--- src/rtl/decode_exec_latch.sv ---
// Decode/execute pipeline latch: captures decode outputs, inserts bubbles on flush or
// load-use hazard, and resolves MEM/WB forwarding onto the latched operands.
module decode_exec_latch #(
   parameter int WORD_W = 32,
   parameter int REG_W  = 5
) (
   input  logic              CLK,
   input  logic              RST,
   input  logic              en,
   input  logic              flush,
   input  logic [WORD_W-1:0] d_alu_in1,
   input  logic [WORD_W-1:0] d_alu_in2,
   input  logic [WORD_W-1:0] d_dmemstore,
   input  logic              d_in2_is_reg,
   input  logic [REG_W-1:0]  d_rs,
   input  logic [REG_W-1:0]  d_rt,
   input  logic [REG_W-1:0]  d_wsel,
   input  logic [3:0]        d_aluop,
   input  logic [1:0]        d_wdat_source,
   input  logic              d_branch_instr,
   input  logic              d_branch_if_zero,
   input  logic              d_halt,
   input  logic              d_dmemREN,
   input  logic              d_dmemWEN,
   input  logic [WORD_W-1:0] d_branch_target,
   input  logic [WORD_W-1:0] d_npc,
   input  logic              m_wen,
   input  logic [REG_W-1:0]  m_wsel,
   input  logic [WORD_W-1:0] m_wdat,
   input  logic              w_wen,
   input  logic [REG_W-1:0]  w_wsel,
   input  logic [WORD_W-1:0] w_wdat,
   output logic [WORD_W-1:0] safe_alu_in1,
   output logic [WORD_W-1:0] safe_alu_in2,
   output logic [WORD_W-1:0] safe_dmemstore,
   output logic              e_in2_is_reg,
   output logic [REG_W-1:0]  e_rs,
   output logic [REG_W-1:0]  e_rt,
   output logic [REG_W-1:0]  e_wsel,
   output logic [3:0]        e_aluop,
   output logic [1:0]        e_wdat_source,
   output logic              e_branch_instr,
   output logic              e_branch_if_zero,
   output logic              e_halt,
   output logic              e_dmemREN,
   output logic              e_dmemWEN,
   output logic [WORD_W-1:0] e_branch_target,
   output logic [WORD_W-1:0] e_npc,
   output logic              e_valid,
   output logic              hazard_stall
);

   logic              valid_q, valid_d;
   logic [WORD_W-1:0] in1_q, in1_d, in2_q, in2_d, st_q, st_d;
   logic              in2r_q, in2r_d;
   logic [REG_W-1:0]  rs_q, rs_d, rt_q, rt_d, wsel_q, wsel_d;
   logic [3:0]        aluop_q, aluop_d;
   logic [1:0]        wds_q, wds_d;
   logic              bi_q, bi_d, biz_q, biz_d, halt_q, halt_d;
   logic              ren_q, ren_d, wen_q, wen_d;
   logic [WORD_W-1:0] bt_q, bt_d, npc_q, npc_d;
   logic              halt_seen_q, halt_seen_d;
   logic              bubble;

   // MEM result is younger than WB, so it wins; $0 is never forwarded.
   function automatic logic [WORD_W-1:0] fwd(
      input logic [REG_W-1:0]  r,
      input logic [WORD_W-1:0] latched,
      input logic              mw,
      input logic [REG_W-1:0]  ms,
      input logic [WORD_W-1:0] md,
      input logic              ww,
      input logic [REG_W-1:0]  ws,
      input logic [WORD_W-1:0] wd
   );
      if (r == '0)             return latched;
      else if (mw && ms == r)  return md;
      else if (ww && ws == r)  return wd;
      else                     return latched;
   endfunction

   always_comb begin
      safe_alu_in1   = fwd(rs_q, in1_q, m_wen, m_wsel, m_wdat, w_wen, w_wsel, w_wdat);
      safe_alu_in2   = in2r_q ? fwd(rt_q, in2_q, m_wen, m_wsel, m_wdat, w_wen, w_wsel, w_wdat)
                              : in2_q;
      safe_dmemstore = fwd(rt_q, st_q, m_wen, m_wsel, m_wdat, w_wen, w_wsel, w_wdat);
   end

   assign hazard_stall = valid_q & ren_q & (wsel_q != '0) &
                         ((d_rs == wsel_q) | ((d_in2_is_reg | d_dmemWEN) & (d_rt == wsel_q)));

   assign bubble = flush | (en & (hazard_stall | halt_seen_q));

   always_comb begin
      valid_d = valid_q;  in1_d = in1_q;    in2_d = in2_q;   st_d = st_q;
      in2r_d  = in2r_q;   rs_d = rs_q;      rt_d = rt_q;     wsel_d = wsel_q;
      aluop_d = aluop_q;  wds_d = wds_q;    bi_d = bi_q;     biz_d = biz_q;
      halt_d  = halt_q;   ren_d = ren_q;    wen_d = wen_q;   bt_d = bt_q;
      npc_d   = npc_q;    halt_seen_d = halt_seen_q;
      if (bubble) begin
         valid_d = 1'b0;  in1_d = '0;   in2_d = '0;   st_d = '0;
         in2r_d  = 1'b0;  rs_d = '0;    rt_d = '0;    wsel_d = '0;
         aluop_d = '0;    wds_d = '0;   bi_d = 1'b0;  biz_d = 1'b0;
         halt_d  = 1'b0;  ren_d = 1'b0; wen_d = 1'b0; bt_d = '0;
         npc_d   = '0;
      end else if (en) begin
         valid_d = 1'b1;          in1_d = d_alu_in1;        in2_d = d_alu_in2;
         st_d    = d_dmemstore;   in2r_d = d_in2_is_reg;    rs_d = d_rs;
         rt_d    = d_rt;          wsel_d = d_wsel;          aluop_d = d_aluop;
         wds_d   = d_wdat_source; bi_d = d_branch_instr;    biz_d = d_branch_if_zero;
         halt_d  = d_halt;        ren_d = d_dmemREN;        wen_d = d_dmemWEN;
         bt_d    = d_branch_target;
         npc_d   = d_npc;
         halt_seen_d = halt_seen_q | d_halt;
      end else begin
         // Hold: fold in results retiring during the stall so they are not lost.
         in1_d = safe_alu_in1;
         in2_d = safe_alu_in2;
         st_d  = safe_dmemstore;
      end
   end

   always_ff @(posedge CLK) begin
      if (RST) begin
         valid_q <= 1'b0;  in1_q <= '0;   in2_q <= '0;   st_q <= '0;
         in2r_q  <= 1'b0;  rs_q <= '0;    rt_q <= '0;    wsel_q <= '0;
         aluop_q <= '0;    wds_q <= '0;   bi_q <= 1'b0;  biz_q <= 1'b0;
         halt_q  <= 1'b0;  ren_q <= 1'b0; wen_q <= 1'b0; bt_q <= '0;
         npc_q   <= '0;    halt_seen_q <= 1'b0;
      end else begin
         valid_q <= valid_d;  in1_q <= in1_d;  in2_q <= in2_d;  st_q <= st_d;
         in2r_q  <= in2r_d;   rs_q <= rs_d;    rt_q <= rt_d;    wsel_q <= wsel_d;
         aluop_q <= aluop_d;  wds_q <= wds_d;  bi_q <= bi_d;    biz_q <= biz_d;
         halt_q  <= halt_d;   ren_q <= ren_d;  wen_q <= wen_d;  bt_q <= bt_d;
         npc_q   <= npc_d;    halt_seen_q <= halt_seen_d;
      end
   end

   assign e_valid          = valid_q;
   assign e_in2_is_reg     = in2r_q;
   assign e_rs             = rs_q;
   assign e_rt             = rt_q;
   assign e_wsel           = wsel_q;
   assign e_aluop          = aluop_q;
   assign e_wdat_source    = wds_q;
   assign e_branch_instr   = bi_q;
   assign e_branch_if_zero = biz_q;
   assign e_halt           = halt_q;
   assign e_dmemREN        = ren_q;
   assign e_dmemWEN        = wen_q;
   assign e_branch_target  = bt_q;
   assign e_npc            = npc_q;

endmodule

--- config.mk ---
export PLATFORM = sky130hd
export DESIGN_NAME = decode_exec_latch
export DESIGN_NICKNAME = d
export VERILOG_FILES = /design/src/rtl/decode_exec_latch.sv
export SDC_FILE = /design/constraint.sdc
export NUM_CORES = 1
export LEC_CHECK = 0
export CORE_AREA = 3 3 175 177
export DETAILED_ROUTE_END_ITERATION = 8
export DIE_AREA = 0 0 178 180
export GPL_TIMING_DRIVEN = 0
export PLACE_DENSITY = 0.7
export SLEW_MARGIN = 10
export SYNTH_ARGS = -nofsm -noshare
export SYNTH_HDL_FRONTEND = slang
export SYNTH_SLANG_ARGS = --single-unit
--- constraint.sdc ---
create_clock -name CLK -period 2.89 [get_ports CLK]
set_input_delay 0.578 -clock CLK [delete_from_list [all_inputs] [get_ports CLK]]
set_output_delay 0.578 -clock CLK [all_outputs]
set_load 0.1 [all_outputs]
==> impl_results.md, run 1 <==
* Hpwl dp at 36.63 mm
* Clk Latency, worst-skew pair at 0.45 ns
* Worst path cell trace: dlygate4sd2_1 > xnor2_2 > nand4_1 > or2_4 > buf_12 > buf_16 > o22ai_4 > buf_12 > a2bb2oi_4 > buf_12
* Register area share after synthesis at 36.09%
* Pwr dens at 382.0 nW/um^2
* All-Layer GR Usage at 32.55%
* Longest Clk Path Bufs at 2
* Die footprint at 32040 sq um
* Combinational family with the most area after synthesis: compound AO/OA/AOI/OAI gates
* Post-synthesis mux area share at 8.593%
* CTS Buf Count at 17
* Register Area at 3815 sq um
* GR peak layer: met2
* CP max-delay cell: or2_4
* Number of flops mapped to enable cells by yosys at 0
* RSZ-0062 raised after global routing: true
* Adder-Cell Fraction of Synth Area at 0%
* CP max stage delay at 0.42 ns
* Met1 GRT Util at 33.52%
* Post-Synth XOR/XNOR Area at 2.506%
* Worst R2R Setup Slack at 0.39 ns
* Vias per inst at 5.721
* Clk_skew at 0.01798 ns
* Failing checks: DRC, setup timing
* Hold Fails Final Rpt at 0
* Wirelength, routed at 55.32 mm
* Yosys reg bits at 189
* Vias in the first global route at 12673
* Maximum vdd ir drop at 0.3100 mV
* Fin area at 21410 sq um
* TritonCTS clock tree: yes
* Required time of the critical path at 2.31 ns
* Core footprint at 29400 sq um
* Layout cell share with drive strength beyond 1 at 40.58%
* Mean post-synth cell area at 9.771 sq um
* Crit. path cell count at 10
* Slew @ Worst Pin at 1.110 ns
* # clock sinks at 189
* Met2 usage at 56.73%
* # nets final at 1938
* Tightest Hold Check Type: reg -> reg
* Setup crit start kind: input port
* Initial DRC count at 734
* Final period util at 107.7%
* Compound-cell area share of the yosys netlist at 29.01%
* Vias at 11882
* Cells after Synth at 1073
* Final ANT Viol Nets at 0
* Delay-heaviest family, CP: buffers and inverters
* Pin count of the biggest net entering global routing at 20
* Syn_nets at 1340
* Setup ws final at -0.2236 ns
* Status: complete, but fails checks
* DRC errors left at 1
* FP Rows at 63
* Drt wl/cell at 26.64 um
* CP bufs+invs at 5
* Ys flop type: dfxtp_1
* IO buf count at 454
* Dpl cell area at 16720 sq um
* Clk slew on worst S/H paths at 0.07 ns
* CTS H-tree depth at 4
* Hold Crit Depth at 2
* GPL Wtd Cong at 0.8817
* Area Growth Syn to Fin at 104.2%
* Commonest non-fill, non-tap cells in the layout: 347 x clkdlybuf4s50_1, 178 x dfxtp_1, 139 x buf_12
* Slew headroom at 25.77%
* I/O pins at 456
* Ys async rst share at 0%
* Hold-fix buffers at CTS at 0
* Final core utilization at 72.80%
* Grt total ovfl at 0
* Critical-path maximum fanout at 7
* P_leak at 7.858 nW
* Die Width at 178 um
* Synthesized area at 10480 sq um
* CP dominant cell by count: buf_12
* Simple-gate share of the synthesized area at 17.70%
* Starting Density at 35.66%
* # Max-Cap Violations at 0
* Synth warn at 0
* Root Driver: clkbuf_16
* Final setup viols at 95
* Final min period at 3.114 ns
* Multi-input gate area at 8407 sq um
* FMAX at 321.2 MHz
* Initial antenna violation count at 11
* M3 GR Usage at 9.696%
* FF-to-FF path depth at 7
* Crit Path Category: in -> out
* Drt first pass iters at 7
* CP Capture Type: output port
* Netlist cell types at 45
* Leading cell type in the layout, fill and taps excluded: clkdlybuf4s50_1
* Fill count at 1893
* CP arrival at 2.54 ns
* Die height at 180 um
* Fin. max-slew vios at 0
* First-pass GRT wire length at 79.05 mm
timing repair:
action                     in CTS  in global routing
cloned                         16                  2
setup endpoints to repair      97                 96
buffers inserted               90                 31
pin swaps                     115                101
gates resized for setup      1232                 68
Yosys cell counts (6+ instances only):
library cell,count,area (sq um)
clkbuf_1,66,247.7
or2_2,32,200.2
nand2b_1,33,206.5
a2111oi_2,54,810.8
a2111oi_1,8,80.08
nor2_4,60,675.7
dfxtp_1,189,3784
o22ai_1,64,400.4
a2bb2oi_1,64,560.5
xnor2_1,17,148.9
xor2_1,13,113.9
nor2_1,100,375.4
buf_2,27,135.1
buf_6,7,78.83
and2_1,6,37.54
a21boi_0,32,240.2
buf_12,6,120.1
nand2_1,70,262.8
o311a_1,32,320.3
a211oi_1,66,495.5
mux2i_1,90,900.9
kinds of logic (layout without fill, tap and decap cells):
| logic type | count (synthesis) | count (layout) |
|---|---|---|
| buffers and inverters | 115 | 725 |
| other | 0 | 4 |
| AO/OA/AOI/OAI | 335 | 335 |
| flip-flops | 189 | 189 |
| multiplexers | 90 | 90 |
| AND/OR/NAND/NOR | 314 | 314 |
| XOR/XNOR | 30 | 30 |
final timing paths:
kind / start / to
setup reg to reg: e_rt[4] / st_q[21]
setup / recovery: m_wsel[2] / safe_dmemstore[23]
hold reg to reg: halt_seen_q / halt_seen_q
hold / removal: halt_seen_q / halt_seen_q
final cells by class:
cell class,instances,share of cell area (%)
multi-input cells,769,39.27
repair buffers,584,32.92
flip-flops and latches,189,17.82
plain buffers,108,4.922
well taps,390,2.280
clock buffers,17,1.987
clock inverters,14,0.7131
diodes,4,0.04676
inverters,2,0.03507
power by group:
group / leakage, nW / internal [mW] / switching, mW
Sequential: 1.55 / 2.70 / 0.0821
Combinational: 6.03 / 1.18 / 1.76
Clock: 0.276 / 1.23 / 1.23
Total: 7.86 / 5.11 / 3.07
worst reg2reg max path: stages (launching register included):
cell	delay (ns)
dfxtp_4	0.40
buf_4	0.13
nand2b_1	0.23
buf_4	0.19
clkbuf_1	0.44
clkbuf_1	0.47
a211oi_1	0.18
a2111oi_2	0.37
through the flow:
stage               setup TNS (ns)  cells  hold slack [ns]  power [mW]  setup slack, ns
floorplan                   -5.047   1073           0.4406       4.430          -0.1653
global placement           -173.09   1917           0.4628       5.235           -1.744
detailed placement         -182.61   1917           0.4768       5.256           -1.831
CTS                         -14.01   2052           0.4872       8.079          -0.2765
global route                -20.01   2076           0.5151       8.411          -0.3160
finish                      -12.14   2077           0.4859       8.177          -0.2236
per-layer routing:
layer	wire length (um)	part of all wire (%)
met1	18930	34
met4	4376	7.9
met5	102	0.18
met2	27300	49
met3	4607	8.3
(Power assumes the default switching activity.)
==> inputs of run 2 (changes only) <==
--- a/config.mk
+++ b/config.mk
@@ -10,6 +10,7 @@
 export DIE_AREA = 0 0 178 180
 export GPL_TIMING_DRIVEN = 0
 export PLACE_DENSITY = 0.7
+export SETUP_SLACK_MARGIN = 0.02
 export SLEW_MARGIN = 10
 export SYNTH_ARGS = -nofsm -noshare
 export SYNTH_HDL_FRONTEND = slang
==> run 2 against run 1 <==
  * The run ends with setup timing left
  * Die area unchanged
  * Clock power up 8.9%
  * Critical path type unchanged
  * Sequential share of layout area up 0.57 points
  * Final cell count down 1.3%
  * Critical endpoint is now safe_alu_in2[0]
  * Largest cell class unchanged
==> impl_results.md, run 2 (synthesized netlist as in run 1, its figures left out) <==
* Initial antenna violation count at 12
* CP bufs+invs at 4
* Multi-input gate area at 8188 sq um
* RSZ-0062 raised after global routing: true
* Tightest Hold Check Type: reg -> reg
* Core footprint at 29400 sq um
* Final min period at 3.097 ns
* Grt total ovfl at 0
* Commonest non-fill, non-tap cells in the layout: 347 x clkdlybuf4s50_1, 178 x dfxtp_1, 122 x buf_12
* Fin. max-slew vios at 0
* Required time of the critical path at 2.31 ns
* Slew @ Worst Pin at 1.108 ns
* Register Area at 3817 sq um
* Final period util at 107.2%
* Pre-CTS WS at -1.811 ns
* Flop pwr share at 33.5%
* Pwr dens at 399.8 nW/um^2
* Failing checks: setup timing
* FMAX at 322.9 MHz
* GPL Wtd Cong at 0.8909
* CP dominant cell by count: buf_4
* CP max stage delay at 0.38 ns
* Clock share of power at 32.3%
* TritonCTS clock tree: yes
* Die footprint at 32040 sq um
* P_leak at 7.635 nW
* Status: complete, but fails checks
* NetSw at 2.970 mW
* Vias in the first global route at 11890
* Final core utilization at 70.58%
* Hold-fix buffers at CTS at 0
* CP arrival at 2.52 ns
* CP Capture Type: output port
* Vias per inst at 5.605
* Area Growth Syn to Fin at 97.95%
* All-Layer GR Usage at 30.11%
* Setup ws final at -0.2070 ns
* CTS Buf Count at 17
* Crit Path Category: in -> out
* Wirelength, routed at 51.21 mm
* First-pass GRT wire length at 73.50 mm
* Maximum vdd ir drop at 0.3620 mV
* Clk_skew at 0.01608 ns
* CP max-delay cell: o22ai_2
* Starting Density at 35.66%
* Initial DRC count at 728
* Pin count of the biggest net entering global routing at 20
* FP Rows at 63
* Combinational share of power at 34.2%
* Final ANT Viol Nets at 0
* Critical-path maximum fanout at 6
* # nets final at 1909
* IO buf count at 454
* Sw Ratio at 35.80%
* Die Width at 178 um
* DRC errors left at 0
* Leading cell type in the layout, fill and taps excluded: clkdlybuf4s50_1
* Worst path cell trace: dlygate4sd2_1 > xnor2_1 > nand4_1 > buf_4 > or2_4 > buf_4 > o22ai_2 > a2bb2oi_4 > buf_6
* # Max-Cap Violations at 0
* # clock sinks at 189
* Setup crit start kind: input port
* CTS H-tree depth at 4
* Hpwl dp at 36.79 mm
* Clk slew on worst S/H paths at 0.07 ns
* Slew headroom at 25.91%
* I/O pins at 456
* Die height at 180 um
* Layout cell share with drive strength beyond 1 at 37.40%
* Fill count at 2097
* Vias at 11495
* Drt first pass iters at 5
* Setup_tns at -11.43 ns
* Hold Fails Final Rpt at 0
* Delay-heaviest family, CP: buffers and inverters
* Power Internal at 5.327 mW
* Final setup viols at 92
* Root Driver: clkbuf_16
* Clk Latency, worst-skew pair at 0.45 ns
* Longest Clk Path Bufs at 2
* Drt wl/cell at 24.97 um
[run 2: cell types whose count changed in the layout (fill, tap and decap cells not counted), sizes merged]
cell | previous run | this run
buf | 270 | 249
bufinv | 1 | 4
clkbuf | 86 | 80
clkdlybuf4s15 | 2 | 1
clkinvlp | 3 | 1
diode | 4 | 6
dlygate4sd2 | 4 | 3
[run 2: worst paths after layout]
kind	from	end	slack (ns)	depth (start not counted)
worst min register to register	halt_seen_q	halt_seen_q	0.48	2
worst max-delay path	m_wsel[0]	safe_alu_in2[0]	-0.21	9
worst min-delay path	halt_seen_q	halt_seen_q	0.48	2
worst max register to register	e_rt[3]	st_q[20]	0.41	8
[run 2: worst register-to-register path: stages, from the launching register on]
cell	delay, ns
dfxtp_4	0.42
buf_4	0.13
nor4_2	0.03
nand2b_1	0.15
buf_4	0.16
clkbuf_1	0.44
clkbuf_1	0.50
a211oi_1	0.18
a2111oi_2	0.37
[run 2: layer usage]
metal	routed length [um]	global-route usage, %
met5	102	0
met4	3419	14.83
met3	4434	9.062
met2	25370	53.24
met1	17880	32.26
[run 2: through the flow]
stage | cell area [sq um] | power, mW | hold WS, ns | std cells
floorplan | 11710 | 4.431 | 0.4406 | 1073
global placement | 16740 | 5.235 | 0.4600 | 1917
detailed placement | 16740 | 5.254 | 0.4733 | 1917
CTS | 20050 | 8.231 | 0.4840 | 2015
global route | 20750 | 8.547 | 0.5126 | 2049
finish | 20750 | 8.298 | 0.4778 | 2051
[run 2: layout make-up]
class                      count  share of cell area (%)
sequential                   189                   18.40
multi-input combinational    769                   39.45
inverter                       2                 0.03618
clock buffer                  17                   2.050
buffer                       108                   4.902
clock inverter                15                   1.079
timing repair buffer         555                   31.66
antenna                        6                 0.07235
tap                          390                   2.351
[run 2: repair_timing]
action | in CTS | in global routing
resized for setup | 1072 | 135
endpoints found under the setup margin | 97 | 97
setup buffers | 61 | 40
pin swaps | 73 | 87
cloned | 8 | 5
[run 2: power by group through the flow]
stage	clock [mW]	combinational [mW]	sequential (mW)
4_1_cts	2.72	2.73	2.78
3_5_place_dp	0	2.42	2.84
2_1_floorplan	0	1.31	3.12
5_1_grt	2.82	2.94	2.79
6_report	2.68	2.84	2.78
3_3_place_gp	0	2.40	2.83
